## src/rtl/mdu_ctrl_if.sv

```systemverilog
// Request/response handshake between the EXU issue stage and the M-extension
// sequencer. The issuer drives the request and accepts the result; the
// controller does the reverse.
interface mdu_ctrl_if;
   logic        in_valid;
   logic        in_ready;
   logic [2:0]  in_op;
   logic        in_word;
   logic [63:0] in_src1;
   logic [63:0] in_src2;
   logic        out_valid;
   logic        out_ready;
   logic [63:0] out_result;

   modport master (
      output in_valid, in_op, in_word, in_src1, in_src2, out_ready,
      input  in_ready, out_valid, out_result
   );

   modport slave (
      input  in_valid, in_op, in_word, in_src1, in_src2, out_ready,
      output in_ready, out_valid, out_result
   );
endinterface

```

## src/rtl/mdu_ctrl.sv

```systemverilog
// Multi-cycle sequencer for the combinational RV64M mac datapath. Holds
// operands and a one-hot op strobe stable for MUL_LAT/DIV_LAT cycles (the
// divider is a multicycle path), then registers the *W-shaped result.
//
// state  | meaning
// -------+-----------------------------------------------------------
// S_IDLE | waiting for a request; in_ready unless flushing
// S_EXEC | mac inputs held; counter runs down to 0, result captured at 0
// S_DONE | out_valid high until out_ready (or flush)
module mdu_ctrl #(
   parameter int MUL_LAT = 2,
   parameter int DIV_LAT = 8
) (
   input  logic        clk,
   input  logic        rst_n,
   mdu_ctrl_if.slave   io,
   input  logic        flush,
   output logic        busy,
   output logic        mac_mul,
   output logic        mac_mulh,
   output logic        mac_mulhu,
   output logic        mac_mulhsu,
   output logic        mac_div,
   output logic        mac_divu,
   output logic        mac_rem,
   output logic        mac_remu,
   output logic [63:0] mac_src1,
   output logic [63:0] mac_src2,
   input  logic [63:0] mac_result
);

   localparam int MAX_LAT = (MUL_LAT > DIV_LAT) ? MUL_LAT : DIV_LAT;
   localparam int CNT_W   = $clog2(MAX_LAT + 1);

   typedef enum logic [1:0] {S_IDLE, S_EXEC, S_DONE} state_t;

   state_t             state_q, state_d;
   logic [CNT_W-1:0]   cnt_q;
   logic [2:0]         op_q;
   logic               word_q;
   logic               accept;
   logic               capture;
   logic [63:0]        sh_src1, sh_src2;
   logic [63:0]        sh_result;

   assign busy         = (state_q != S_IDLE);
   assign io.out_valid = (state_q == S_DONE);
   assign capture      = (state_q == S_EXEC) && (cnt_q == '0) && !flush;

   // Next-state and input handshake; flush overrides every transition.
   always_comb begin
      state_d     = state_q;
      io.in_ready = 1'b0;
      accept      = 1'b0;
      case (state_q)
         S_IDLE: begin
            io.in_ready = ~flush;
            if (io.in_valid && !flush) begin
               accept  = 1'b1;
               state_d = S_EXEC;
            end
         end
         S_EXEC: if (cnt_q == '0) state_d = S_DONE;
         S_DONE: if (io.out_ready) state_d = S_IDLE;
         default: state_d = S_IDLE;
      endcase
      if (flush) state_d = S_IDLE;
   end

   // *W operand shaping: signed div/rem sign-extend, unsigned zero-extend,
   // mulw and the high-half multiplies pass through.
   always_comb begin
      sh_src1 = io.in_src1;
      sh_src2 = io.in_src2;
      if (io.in_word && io.in_op[2]) begin
         if (io.in_op[0]) begin
            sh_src1 = {32'h0, io.in_src1[31:0]};
            sh_src2 = {32'h0, io.in_src2[31:0]};
         end else begin
            sh_src1 = {{32{io.in_src1[31]}}, io.in_src1[31:0]};
            sh_src2 = {{32{io.in_src2[31]}}, io.in_src2[31:0]};
         end
      end
   end

   // *W result shaping applies to mul and all divide ops, never to mulh*.
   always_comb begin
      sh_result = mac_result;
      if (word_q && (op_q == 3'd0 || op_q[2]))
         sh_result = {{32{mac_result[31]}}, mac_result[31:0]};
   end

   // One-hot strobes only while executing.
   always_comb begin
      mac_mul    = 1'b0;
      mac_mulh   = 1'b0;
      mac_mulhu  = 1'b0;
      mac_mulhsu = 1'b0;
      mac_div    = 1'b0;
      mac_divu   = 1'b0;
      mac_rem    = 1'b0;
      mac_remu   = 1'b0;
      if (state_q == S_EXEC) begin
         case (op_q)
            3'd0: mac_mul    = 1'b1;
            3'd1: mac_mulh   = 1'b1;
            3'd2: mac_mulhu  = 1'b1;
            3'd3: mac_mulhsu = 1'b1;
            3'd4: mac_div    = 1'b1;
            3'd5: mac_divu   = 1'b1;
            3'd6: mac_rem    = 1'b1;
            default: mac_remu = 1'b1;
         endcase
      end
   end

   // State, counter, latched request and result registers.
   always_ff @(posedge clk) begin
      if (!rst_n) begin
         state_q       <= S_IDLE;
         cnt_q         <= '0;
         op_q          <= 3'd0;
         word_q        <= 1'b0;
         mac_src1      <= '0;
         mac_src2      <= '0;
         io.out_result <= '0;
      end else begin
         state_q <= state_d;
         if (accept) begin
            op_q     <= io.in_op;
            word_q   <= io.in_word;
            mac_src1 <= sh_src1;
            mac_src2 <= sh_src2;
            cnt_q    <= io.in_op[2] ? CNT_W'(DIV_LAT - 1) : CNT_W'(MUL_LAT - 1);
         end else if (state_q == S_EXEC && cnt_q != '0) begin
            cnt_q <= cnt_q - 1'b1;
         end
         if (capture) io.out_result <= sh_result;
      end
   end

endmodule

```

## src/flat_wrapper.sv

```systemverilog
// flat-port wrapper written by rule: the top's interface ports become plain ports
module mdu_ctrl_flat 
#(
   parameter int MUL_LAT = 2,
   parameter int DIV_LAT = 8
)
  (clk, rst_n, flush, busy, mac_mul, mac_mulh, mac_mulhu, mac_mulhsu, mac_div, mac_divu, mac_rem, mac_remu, mac_src1, mac_src2, mac_result, io_in_valid, io_in_op, io_in_word, io_in_src1, io_in_src2, io_out_ready, io_in_ready, io_out_valid, io_out_result);
  mdu_ctrl_if io_i ();
  input  logic clk;
  input  logic rst_n;
  input  logic flush;
  output logic busy;
  output logic mac_mul;
  output logic mac_mulh;
  output logic mac_mulhu;
  output logic mac_mulhsu;
  output logic mac_div;
  output logic mac_divu;
  output logic mac_rem;
  output logic mac_remu;
  output logic [63:0] mac_src1;
  output logic [63:0] mac_src2;
  input  logic [63:0] mac_result;
  input wire logic [$bits(io_i.in_valid)-1:0] io_in_valid;
  input wire logic [$bits(io_i.in_op)-1:0] io_in_op;
  input wire logic [$bits(io_i.in_word)-1:0] io_in_word;
  input wire logic [$bits(io_i.in_src1)-1:0] io_in_src1;
  input wire logic [$bits(io_i.in_src2)-1:0] io_in_src2;
  input wire logic [$bits(io_i.out_ready)-1:0] io_out_ready;
  output wire logic [$bits(io_i.in_ready)-1:0] io_in_ready;
  output wire logic [$bits(io_i.out_valid)-1:0] io_out_valid;
  output wire logic [$bits(io_i.out_result)-1:0] io_out_result;
  assign io_i.in_valid = io_in_valid;
  assign io_i.in_op = io_in_op;
  assign io_i.in_word = io_in_word;
  assign io_i.in_src1 = io_in_src1;
  assign io_i.in_src2 = io_in_src2;
  assign io_i.out_ready = io_out_ready;
  assign io_in_ready = io_i.in_ready;
  assign io_out_valid = io_i.out_valid;
  assign io_out_result = io_i.out_result;
  mdu_ctrl #(.MUL_LAT(MUL_LAT), .DIV_LAT(DIV_LAT)) u_core (.clk(clk), .rst_n(rst_n), .io(io_i), .flush(flush), .busy(busy), .mac_mul(mac_mul), .mac_mulh(mac_mulh), .mac_mulhu(mac_mulhu), .mac_mulhsu(mac_mulhsu), .mac_div(mac_div), .mac_divu(mac_divu), .mac_rem(mac_rem), .mac_remu(mac_remu), .mac_src1(mac_src1), .mac_src2(mac_src2), .mac_result(mac_result));
endmodule
```

## config.mk

```make
export PLATFORM = sky130hd
export DESIGN_NAME = mdu_ctrl_flat
export DESIGN_NICKNAME = d
export VERILOG_FILES = /design/src/rtl/mdu_ctrl_if.sv /design/src/rtl/mdu_ctrl.sv /design/src/flat_wrapper.sv
export SDC_FILE = /design/constraint.sdc
export NUM_CORES = 1
export LEC_CHECK = 0
export CAP_MARGIN = 20
export CORE_AREA = 2 2 159 161
export CTS_CLUSTER_SIZE = 28
export DETAILED_ROUTE_END_ITERATION = 12
export DIE_AREA = 0 0 161 163
export GPL_ROUTABILITY_DRIVEN = 0
export GPL_TIMING_DRIVEN = 1
export PLACE_DENSITY = 0.66
export SLEW_MARGIN = 10
export SYNTH_ARGS = -nofsm -noshare
export SYNTH_HDL_FRONTEND = slang
export SYNTH_SLANG_ARGS = --single-unit
```

## constraint.sdc

```tcl
create_clock -name clk -period 5.95 [get_ports clk]
set_input_delay 0.8925 -clock clk [delete_from_list [all_inputs] [get_ports clk]]
set_output_delay 0.8925 -clock clk [all_outputs]
set_load 0.03 [all_outputs]
```

# After elaboration in Yosys (flattened, before gate mapping)
# Index checks and enable logic that the tools add are counted.
[totals]
out_inout_bits = 203
word_cells = 69
regBits = 202
in_bits = 201
[classes]
n_eq_ne = 11
add_sub_neg = 1
bitwise = 2
n_mux = 31
n_reduce_logical = 17
[ops]
columns = ["cell", "n"]
rows = [
  ["$mux 64", 5],
  ["$mux 1", 19],
  ["$eq 3x3->1 const B", 3],
  ["$mux 4", 2],
  ["$reduce_or 7->1", 1],
  ["$eq 3x2->1 const B", 2],
  ["$logic_and 1x1->1", 6],
  ["$mux 2", 3],
  ["$pmux 2 s3", 1],
  ["$logic_not 4->1", 1],
  ["$ne 2x2->1 const B", 2],
  ["$reduce_bool 2->1", 2],
  ["$reduce_bool 4->1", 1],
  ["$sub 4x1->4 const B", 1],
  ["$eq 3x1->1 const B", 1],
  ["$logic_not 3->1", 1],
  ["$mux 3", 1],
  ["$reduce_and 3->1", 1],
  ["$eq 2x1->1 const B", 1],
  ["$eq 2x2->1 const B", 1],
  ["$logic_not 2->1", 1],
  ["$ne 2x1->1 const B", 1],
  ["$not 1->1", 2],
  ["$reduce_or 2->1", 1],
  ["2 further kinds", 2],
]

# Longest topological paths before layout
# Gate-level depths: netlist (run 1).
[depth]
depth_word = 5
depth_mapped = 7
depth_no_buf = 5

# Worst setup path after synthesis (run 1)
# Ideal clock, no wire load.
[synth_path]
path_type = "register -> output"
start = "register u_core.state_q[0]"
end = "output mac_div"
stages_incl_launch_ff = 4
slack_ps = 3337
n_path_buf = 1
arrival_time_ps = 1720
required_ps = 5058
cell_sequence = "dfxtp_1 buf_4 or2b_1 nor4b_1"
[synth_via]
elab_chain_cells = 2
[synth_rtl]
columns = ["element", "line_no", "text"]
rows = [
  ["start: declaration", "mdu_ctrl.sv:37", "state_t state_q, state_d;"],
  ["start signal: assignment", "mdu_ctrl.sv:128", "state_q <= state_d;"],
  ["$eq 2x1->1", "mdu_ctrl.sv:103", "if (state_q == S_EXEC) begin"],
  ["$mux 1", "mdu_ctrl.sv:103", ""],
  ["end: declaration", "flat_wrapper.sv:17", "output logic mac_div;"],
]
# Every way passes these cells.

# Worst setup path after layout (run 1)
# Ends and elaborated chain as after synthesis.

==> results.md, run 1 <==
* Seq cells post-synth at 202
* HPWL after DPL at 18000 microns
* Tmin final at 3310 ps
* Clock root buffer: clkbuf_16
* First-pass GRT wire length at 41500 microns
* Final Hold Vio Count at 0
* Wirelength per Cell at 16.9 microns
* Register area at 0.00404 sq mm
* Crit path arrival time at 2410 ps
* H-tree depth at 1
* Layout net count at 1461
* Final setup margin at 2640 ps
* Synth Cell Area at 0.00772 sq mm
* Seq/Total Area, Yosys at 0.524
* Max Clock Freq at 0.302 GHz
* Clk Latency, worst-skew pair at 510 ps
* Data required, critical path at 5060 ps
* Share of cells above drive strength 1 at 0.0510
* Clock Tree Buf Depth at 3
* Syn Area/Cell at 8.47 sq um
* Post-Route WL at 27100 microns
* Clock Sinks at 202
* Post-synth cell types at 45
* DP Area at 0.0119 sq mm
* Slew Limit Headroom at 0.313
* Leak pwr at 4.48 nW
* Reg clk slew, reported paths at 60 ps
* Ys Warns at 0
* Fin Hold WS at 452 ps
* Syn Inst Count at 911
* Type of origin of the critical path: register
* Critical path class: register to output pin
* Worst-margin pin slew at 1030 ps
* Final cycle utilization of the critical path at 0.556
* Die Area at 0.0262 sq mm
* Most used flip-flop cell after synthesis: dfxtp_1
* Hold crit path type: register to register
* Routed vias/inst at 4.96
* First-pass iteration count of the detailed router at 5
* Filler cells at 2331
* Slew Viols, Final at 0
* GR Overflow Total at 0
* Final setup fails at 0
* Pwr Density at 273 mW/mm^2
* Total Neg Setup Slack at 0 ps
* Met3 usage at 0.0642
* Status: complete, no violations
* DRT iter0 DRCs at 550
* Initial core utilization at 0.313
* Die width at 161 microns
* Crit. End Element: output pin
* Grt met1 use at 0.237
* Hold Buf Count CTS at 0
* Vias at 7957
* Post-cts resize count at 0
* Most common cell after layout, fill and taps aside: clkdlybuf4s50_1
* Initial antenna violation count at 1
* Diodes inserted at 0
* Io pins at 404
* Area Growth Syn to Fin at 64.7%
* Number of synthesized flops with an enable pin at 0
* # rows at 58
* Core area at 0.0247 sq mm
* Residual DRC count at 0
* Total GRT Usage at 0.193
* I/O Buffers at 403
* Area occupied by multi-input gates at 0.00328 sq mm
* Worst Skew at 9.80 ps
* CP Max Fanout at 10
* Max-cap viol count at 0
* Worst vdd rail ir drop at 0.000192 V
* Vias in the first global route at 7522
* CTS buffer count at 24
* Ys async rst share at 0
* Routed Antenna Nets at 0
* Met2 Usage GRT at 0.320
* CTS tree: built
* Most frequent cells in the layout: 402 x clkdlybuf4s50_1, 229 x a21oi_1, 202 x dfxtp_1
* Mapped Nets at 1113
* Post-CTS setup buffer count at 0
* GRT Max-Usage Layer: met2
* Design area at 0.0127 sq mm
* Unrepaired setup endpoints after global routing: no
* Dpl ws at 2350 ps
* Largest net degree at the start of global routing at 200
* Die Ht at 163 microns
[flip-flops by register name (all words and copies together), names as in the netlist]
| name | count |
|---|---|
| u_core.word_q | 1 |
| u_core.mac_src1 | 64 |
| u_core.cnt_q | 4 |
| u_core.io.out_result | 64 |
| u_core.mac_src2 | 64 |
| u_core.op_q | 3 |
| u_core.state_q | 2 |
[kinds of logic (layout without fill, tap and decap cells)]
kind of cell | after synthesis | count (layout) | synth area share
DFF | 202 | 202 | 0.524
buffers and inverters | 100 | 463 | 0.0550
adders and majority gates | 1 | 1 | 0.00162
AOI/OAI and AO/OA | 401 | 401 | 0.300
and+or+nand+nor | 207 | 207 | 0.120
[synthesized netlist by cell type (3+ instances only)]
library cell / count / area (sq um)
o221a_1: 29 / 327
nand3_1: 32 / 160
inv_1: 5 / 18.8
clkbuf_1: 72 / 270
nand2_1: 141 / 529
o21ai_0: 99 / 495
buf_2: 17 / 85.1
buf_6: 3 / 33.8
a21boi_0: 32 / 240
nor2_1: 9 / 33.8
a21oi_1: 229 / 1150
dfxtp_1: 202 / 4040
[critical path, stage by stage, from the launching register on]
cell and delay (ps):
dfxtp_1 510, or2b_1 310, nor4b_1 280, clkdlybuf4s50_1 800
[per-stage QoR]
| step | utilization | total power (W) | cells |
|---|---|---|---|
| 3_5_place_dp | 0.483 | 0.00207 | 1562 |
| 3_3_place_gp | 0.481 | 0.00206 | 1559 |
| 4_1_cts | 0.514 | 0.00351 | 1603 |
| 2_1_floorplan | - | 0.00176 | 911 |
| 5_1_grt | 0.515 | 0.00362 | 1604 |
| 6_report | 0.515 | 0.00347 | 1604 |
[path summary, 6_finish.rpt]
check             cells past startpoint                       startpoint                                     to  slack, ps
setup / recovery                      3   u_core.state_q[0]$_SDFFE_PP0P_                                mac_div       2640
hold / removal                        2  u_core.mac_src1[5]$_SDFFE_PN0P_        u_core.mac_src1[5]$_SDFFE_PN0P_        450
setup reg to reg                      4   u_core.state_q[0]$_SDFFE_PP0P_  u_core.io.out_result[35]$_SDFFE_PN0P_       3320
hold reg to reg                       2  u_core.mac_src1[5]$_SDFFE_PN0P_        u_core.mac_src1[5]$_SDFFE_PN0P_        450
[where the power goes]
group | internal, W | switching, W | total (W)
clock | 0.000859 | 0.000567 | 0.00143
combinational | 0.000278 | 0.000319 | 0.000597
sequential | 0.00142 | 0.0000316 | 0.00145
total | 0.00255 | 0.000918 | 0.00347
[per-layer routing]
metal	part of all wire	routed length, microns
met2	0.46	12600
met5	0.00041	11
met1	0.42	11300
met3	0.090	2450
met4	0.026	705
[layout make-up]
class / instances / share of cell area
timing repair buffer: 417 / 0.329
sequential: 202 / 0.318
multi-input combinational: 609 / 0.258
clock buffer: 35 / 0.0585
tap: 330 / 0.0325
clock inverter: 6 / 0.00276
inverter: 5 / 0.00158
No activity file was read; power rests on OpenSTA's default activity.
==> run 2: changes to the inputs <==
- PLACE_DENSITY: 0.66 -> 0.69
- clock period: 5.95 -> 3 ns (I/O delays scaled with it)
==> run 2 against run 1 <==
Clock-buffer cell count decreased by 6. Core utilization decreased by 0.16 points. Hold slack about the same. Highest routed layer unchanged. Clock power increased by 82%. Wire length decreased by 0.53%. First-iteration DRC count decreased by 6.5%. Power increased by 92%. Worst setup slack got worse by 2400 ps. Via count increased by 0.33%. Final cell count about the same.
==> results.md, run 2 (same netlist as run 1, synthesis figures left out) <==
* Status: complete, no violations
* Worst vdd rail ir drop at 0.000313 V
* Crit-path max cell delay at 760 ps
* Routed vias/inst at 4.98
* Residual DRC count at 0
* Initial antenna violation count at 2
* Post-Route WL at 27000 microns
* Worst Skew at 14.4 ps
* I/O Buffers at 403
* H-tree depth at 1
* Tmin final at 2780 ps
* Die width at 161 microns
* Final cycle utilization of the critical path at 0.927
* First-pass iteration count of the detailed router at 4
* Critical path class: register to output pin
* Largest registers: u_core.io.out_result: 64 flops, u_core.mac_src1: 64 flops, u_core.mac_src2: 64 flops
* Reg clk slew, reported paths at 60 ps
* Slowest CP cell: clkdlybuf4s50_1
* Post-cts resize count at 0
* Share of cells above drive strength 1 at 0.0480
* HPWL after DPL at 17900 microns
* Vias at 7983
* Wirelength per Cell at 16.8 microns
* Most common cell after layout, fill and taps aside: clkdlybuf4s50_1
* Leak pwr at 4.47 nW
* Pwr Density at 526 mW/mm^2
* Final setup fails at 0
* DRT iter0 DRCs at 514
* Total Neg Setup Slack at 0 ps
* Die Ht at 163 microns
* Crit path arrival time at 2330 ps
* Total GRT Usage at 0.194
* GR Overflow Total at 0
* Layout net count at 1466
* Clock Tree Buf Depth at 3
* Hold Buf Count CTS at 0
* Type of origin of the critical path: register
* Largest net degree at the start of global routing at 73
* Post-CTS setup buffer count at 0
* Routed Antenna Nets at 0
* Area Growth Syn to Fin at 64.2%
* Io pins at 404
* Filler cells at 2298
* Unrepaired setup endpoints after global routing: no
* Crit. End Element: output pin
* Non-Filler Instances at 1603
* Vias in the first global route at 7689
* Final Hold Vio Count at 0
* Core area at 0.0247 sq mm
* Worst-margin pin slew at 787 ps
* CTS buffer count at 23
* Met2 Usage GRT at 0.317
* Clk Latency, worst-skew pair at 510 ps
* Clock Sinks at 202
* # placed instances at 1569
* Grt met1 use at 0.240
* Most frequent cells in the layout: 401 x clkdlybuf4s50_1, 229 x a21oi_1, 202 x dfxtp_1
* Max-cap viol count at 0
* Data required, critical path at 2550 ps
* Clock root buffer: clkbuf_16
* Max Clock Freq at 0.359 GHz
* Met3 usage at 0.0588
* Hold crit path type: register to register
* Die Area at 0.0262 sq mm
* GRT Max-Usage Layer: met2
* CP Cell Sequence: or2b_1, nor4_1, clkdlybuf4s50_1
* CP Max Fanout at 10
* Slew Viols, Final at 0
* Slew Limit Headroom at 0.475
* # rows at 58
* First-pass GRT wire length at 41800 microns
* CTS tree: built
* Initial core utilization at 0.313
run 2: cell types whose count changed in the layout (fill, tap and decap cells not counted), sizes merged:
cell           previous run  this run
clkdlybuf4s50           402       401
bufinv                    0         1
clkbuf                   35        29
clkinvlp                  2         1
buf                      15        21
inv                       4         5
dlymetal6s2s              0         1
clkinv                    5         2
diode                     0         1
run 2: path summary, 6_finish.rpt:
| kind | cells past startpoint | to | slack [ps] | from |
|---|---|---|---|---|
| setup / recovery | 3 | mac_mul | 220 | u_core.state_q[0]$_SDFFE_PP0P_ |
| hold / removal | 2 | u_core.mac_src1[0]$_SDFFE_PN0P_ | 450 | u_core.mac_src1[0]$_SDFFE_PN0P_ |
| setup reg to reg | 6 | u_core.io.out_result[63]$_SDFFE_PN0P_ | 890 | u_core.cnt_q[0]$_SDFFE_PN0P_ |
| hold reg to reg | 2 | u_core.mac_src1[0]$_SDFFE_PN0P_ | 450 | u_core.mac_src1[0]$_SDFFE_PN0P_ |
run 2: layer usage:
layer	part of all wire	vias to the layer above
li1	-	3917
met1	0.41	3698
met2	0.47	307
met3	0.084	59
met4	0.034	2
met5	0.00048	-
run 2: power breakdown:
group,internal (W),switching [W]
Clock,0.00152,0.00108
Sequential,0.00281,0.0000633
Combinational,0.000559,0.000631
Total,0.00488,0.00177
run 2: final cells by class:
| cell class | count | area, sq um | area share |
|---|---|---|---|
| Multi-Input combinational cell | 609 | 3280 | 0.259 |
| Clock buffer | 29 | 618 | 0.0488 |
| Tap cell | 330 | 413 | 0.0326 |
| Sequential cell | 202 | 4040 | 0.319 |
| Inverter | 5 | 20.0 | 0.00158 |
| Clock inverter | 4 | 51.3 | 0.00405 |
| Timing Repair Buffer | 423 | 4240 | 0.335 |
| Antenna cell | 1 | 2.50 | 0.000198 |
run 2: stage by stage:
| stage | power, W | setup slack [ps] | instance area, sq um | hold slack (ps) | utilization |
|---|---|---|---|---|---|
| after CTS | 0.00675 | 54.1 | 12700 | 454 | 0.513 |
| after global placement | 0.00411 | 400 | 12000 | 440 | 0.486 |
| final | 0.00666 | 218 | 12700 | 452 | 0.513 |
| after floorplan | 0.00350 | 830 | 7720 | 459 | - |
| after global routing | 0.00695 | 66.5 | 12700 | 472 | 0.513 |
| after detailed placement | 0.00412 | 428 | 12000 | 445 | 0.486 |
run 2: critical path, delay by kind of cell (launching register included):
kind | cells | cell delay (ps)
flip-flops | 1 | 540
AND/OR/NAND/NOR | 2 | 530
buffers and inverters | 1 | 760
==> run 3: changes to the inputs <==
- GPL_TIMING_DRIVEN: 1 -> 0
==> run 3 against run 2 <==
Sequential share of layout area down 0.57 points. Clock skew shrank 1.2 ps. First-iteration DRC count rose by 2.5%. Sequential power hardly changed. Register-to-register slack got worse by 60 ps. Fmax grew 0.36%. Clock-buffer cell count grew 1. Via count is 5.5% higher. Critical path type unchanged. Largest power group unchanged.
==> results.md, run 3 (same netlist as run 1, synthesis figures left out) <==
* Clock Tree Buf Depth at 3
* Data required, critical path at 2550 ps
* CP Cell Sequence: buf_4, or2b_1, nor4b_1, clkdlybuf4s50_1
* Worst Skew at 13.3 ps
* DRT iter0 DRCs at 527
* Max-cap viol count at 0
* Wirelength per Cell at 17.8 microns
* Layout net count at 1541
* Largest net degree at the start of global routing at 14
* Hold Buf Count CTS at 0
* FF-to-FF End: u_core.mac_src2[28]$_SDFFE_PN0P_
* Crit-path max cell delay at 770 ps
* Vias at 8425
* Post-cts resize count at 0
* Most frequent cells in the layout: 402 x clkdlybuf4s50_1, 229 x a21oi_1, 202 x dfxtp_1
* Routed vias/inst at 5.01
* Filler cells at 2347
* Final cycle utilization of the critical path at 0.924
* Total GRT Usage at 0.216
* Routed Antenna Nets at 0
* Share of cells above drive strength 1 at 0.0481
* # rows at 58
* HPWL after DPL at 22300 microns
* Pwr Density at 529 mW/mm^2
* Critical path class: register to output pin
* First-pass iteration count of the detailed router at 5
* H-tree depth at 1
* Type of origin of the critical path: register
* CTS tree: built
* Worst-margin pin slew at 684 ps
* Slowest CP cell: clkdlybuf4s50_1
* Post-CTS setup buffer count at 0
* Max Clock Freq at 0.361 GHz
* Reg2Reg Setup Slack at 830 ps
* CP Max Fanout at 10
* # placed instances at 1644
* Die width at 161 microns
* Worst Hold Launch: u_core.mac_src2[14]$_SDFFE_PN0P_
* DP Area at 0.0122 sq mm
* Design area at 0.0129 sq mm
* Die Area at 0.0262 sq mm
* Residual DRC count at 0
* Most common cell after layout, fill and taps aside: clkdlybuf4s50_1
* Tmin final at 2770 ps
* R2r worst-path depth at 6
* Reg clk slew, reported paths at 60 ps
* Slew Limit Headroom at 0.544
* Hold Path Sink: u_core.mac_src2[14]$_SDFFE_PN0P_
* Io pins at 404
* Clock Sinks at 202
* Worst R2R Start: u_core.state_q[0]$_SDFFE_PP0P_
* Hold path depth at 2
* Finished Core Util at 0.523
* Vias in the first global route at 8194
* Worst vdd rail ir drop at 0.000439 V
* Total Neg Setup Slack at 0 ps
* Post-Route WL at 30000 microns
* Final setup margin at 228 ps
* I/O Buffers at 402
* First-pass GRT wire length at 45500 microns
* Crit. End Element: output pin
* Hold crit path type: register to register
* Status: complete, no violations
* CTS buffer count at 23
* Crit path arrival time at 2320 ps
* Largest registers: u_core.io.out_result: 64 flops, u_core.mac_src1: 64 flops, u_core.mac_src2: 64 flops
* Slew Viols, Final at 0
* Die Ht at 163 microns
* Initial antenna violation count at 1
* Final setup fails at 0
* GR Overflow Total at 0
* Unrepaired setup endpoints after global routing: no
* Non-Filler Instances at 1683
* Area Growth Syn to Fin at 67.2%
* Final Hold Vio Count at 0
* Clock root buffer: clkbuf_16
* Initial core utilization at 0.313
* Dpl ws at 174 ps
* Clk Latency, worst-skew pair at 520 ps
* Core area at 0.0247 sq mm
* Leak pwr at 4.57 nW
run 3: critical path, delay by kind of cell, from the launching register on:
kind,cells,cell delay [ps]
buf+inv,2,920
simple gates,2,570
flops,1,300
run 3: how the worst max path moves through the flow:
stage,from,endpoint,slack (ps),depth (start not counted)
after floorplan,u_core.state_q[0]$_SDFFE_PP0P_,mac_div,830,3
after global placement,flush,u_core.mac_src2[29]$_SDFFE_PN0P_,-470,6
after detailed placement,flush,u_core.mac_src2[28]$_SDFFE_PN0P_,170,6
after CTS,u_core.state_q[0]$_SDFFE_PP0P_,mac_div,210,4
after global routing,u_core.state_q[0]$_SDFFE_PP0P_,mac_div,170,4
final,u_core.state_q[0]$_SDFFE_PP0P_,mac_div,230,4
run 3: through the flow:
step / hold WS (ps) / total power (W)
after floorplan: 459 / 0.00350
after global placement: 440 / 0.00414
after detailed placement: 446 / 0.00416
after CTS: 454 / 0.00691
after global routing: 471 / 0.00713
final: 452 / 0.00683
run 3: metal layers:
layer  share of wire  vias to the layer above  wire (microns)  track usage
li1                -                     4088               -            -
met1            0.42                     3901           12500        0.269
met2            0.46                      369           13800        0.357
met3           0.089                       67            2670       0.0644
met4           0.035                        0            1050       0.0779
met5               0                        -               0            0
run 3: area by class of cell:
type	instances	area, sq um	area share
well taps	330	413	0.0320
multi-input cells	609	3260	0.252
inverters	5	18.8	0.00146
flip-flops and latches	202	4040	0.314
repair buffers	403	4040	0.313
clock inverters	8	71.3	0.00553
plain buffers	95	405	0.0314
clock buffers	30	652	0.0505
diodes	1	2.50	0.000194
run 3: where the power goes:
group	total (W)	switching, W	internal (W)
Clock	0.00273	0.00113	0.00160
Combinational	0.00123	0.000666	0.000561
Sequential	0.00287	0.0000665	0.00281
Total	0.00683	0.00186	0.00497
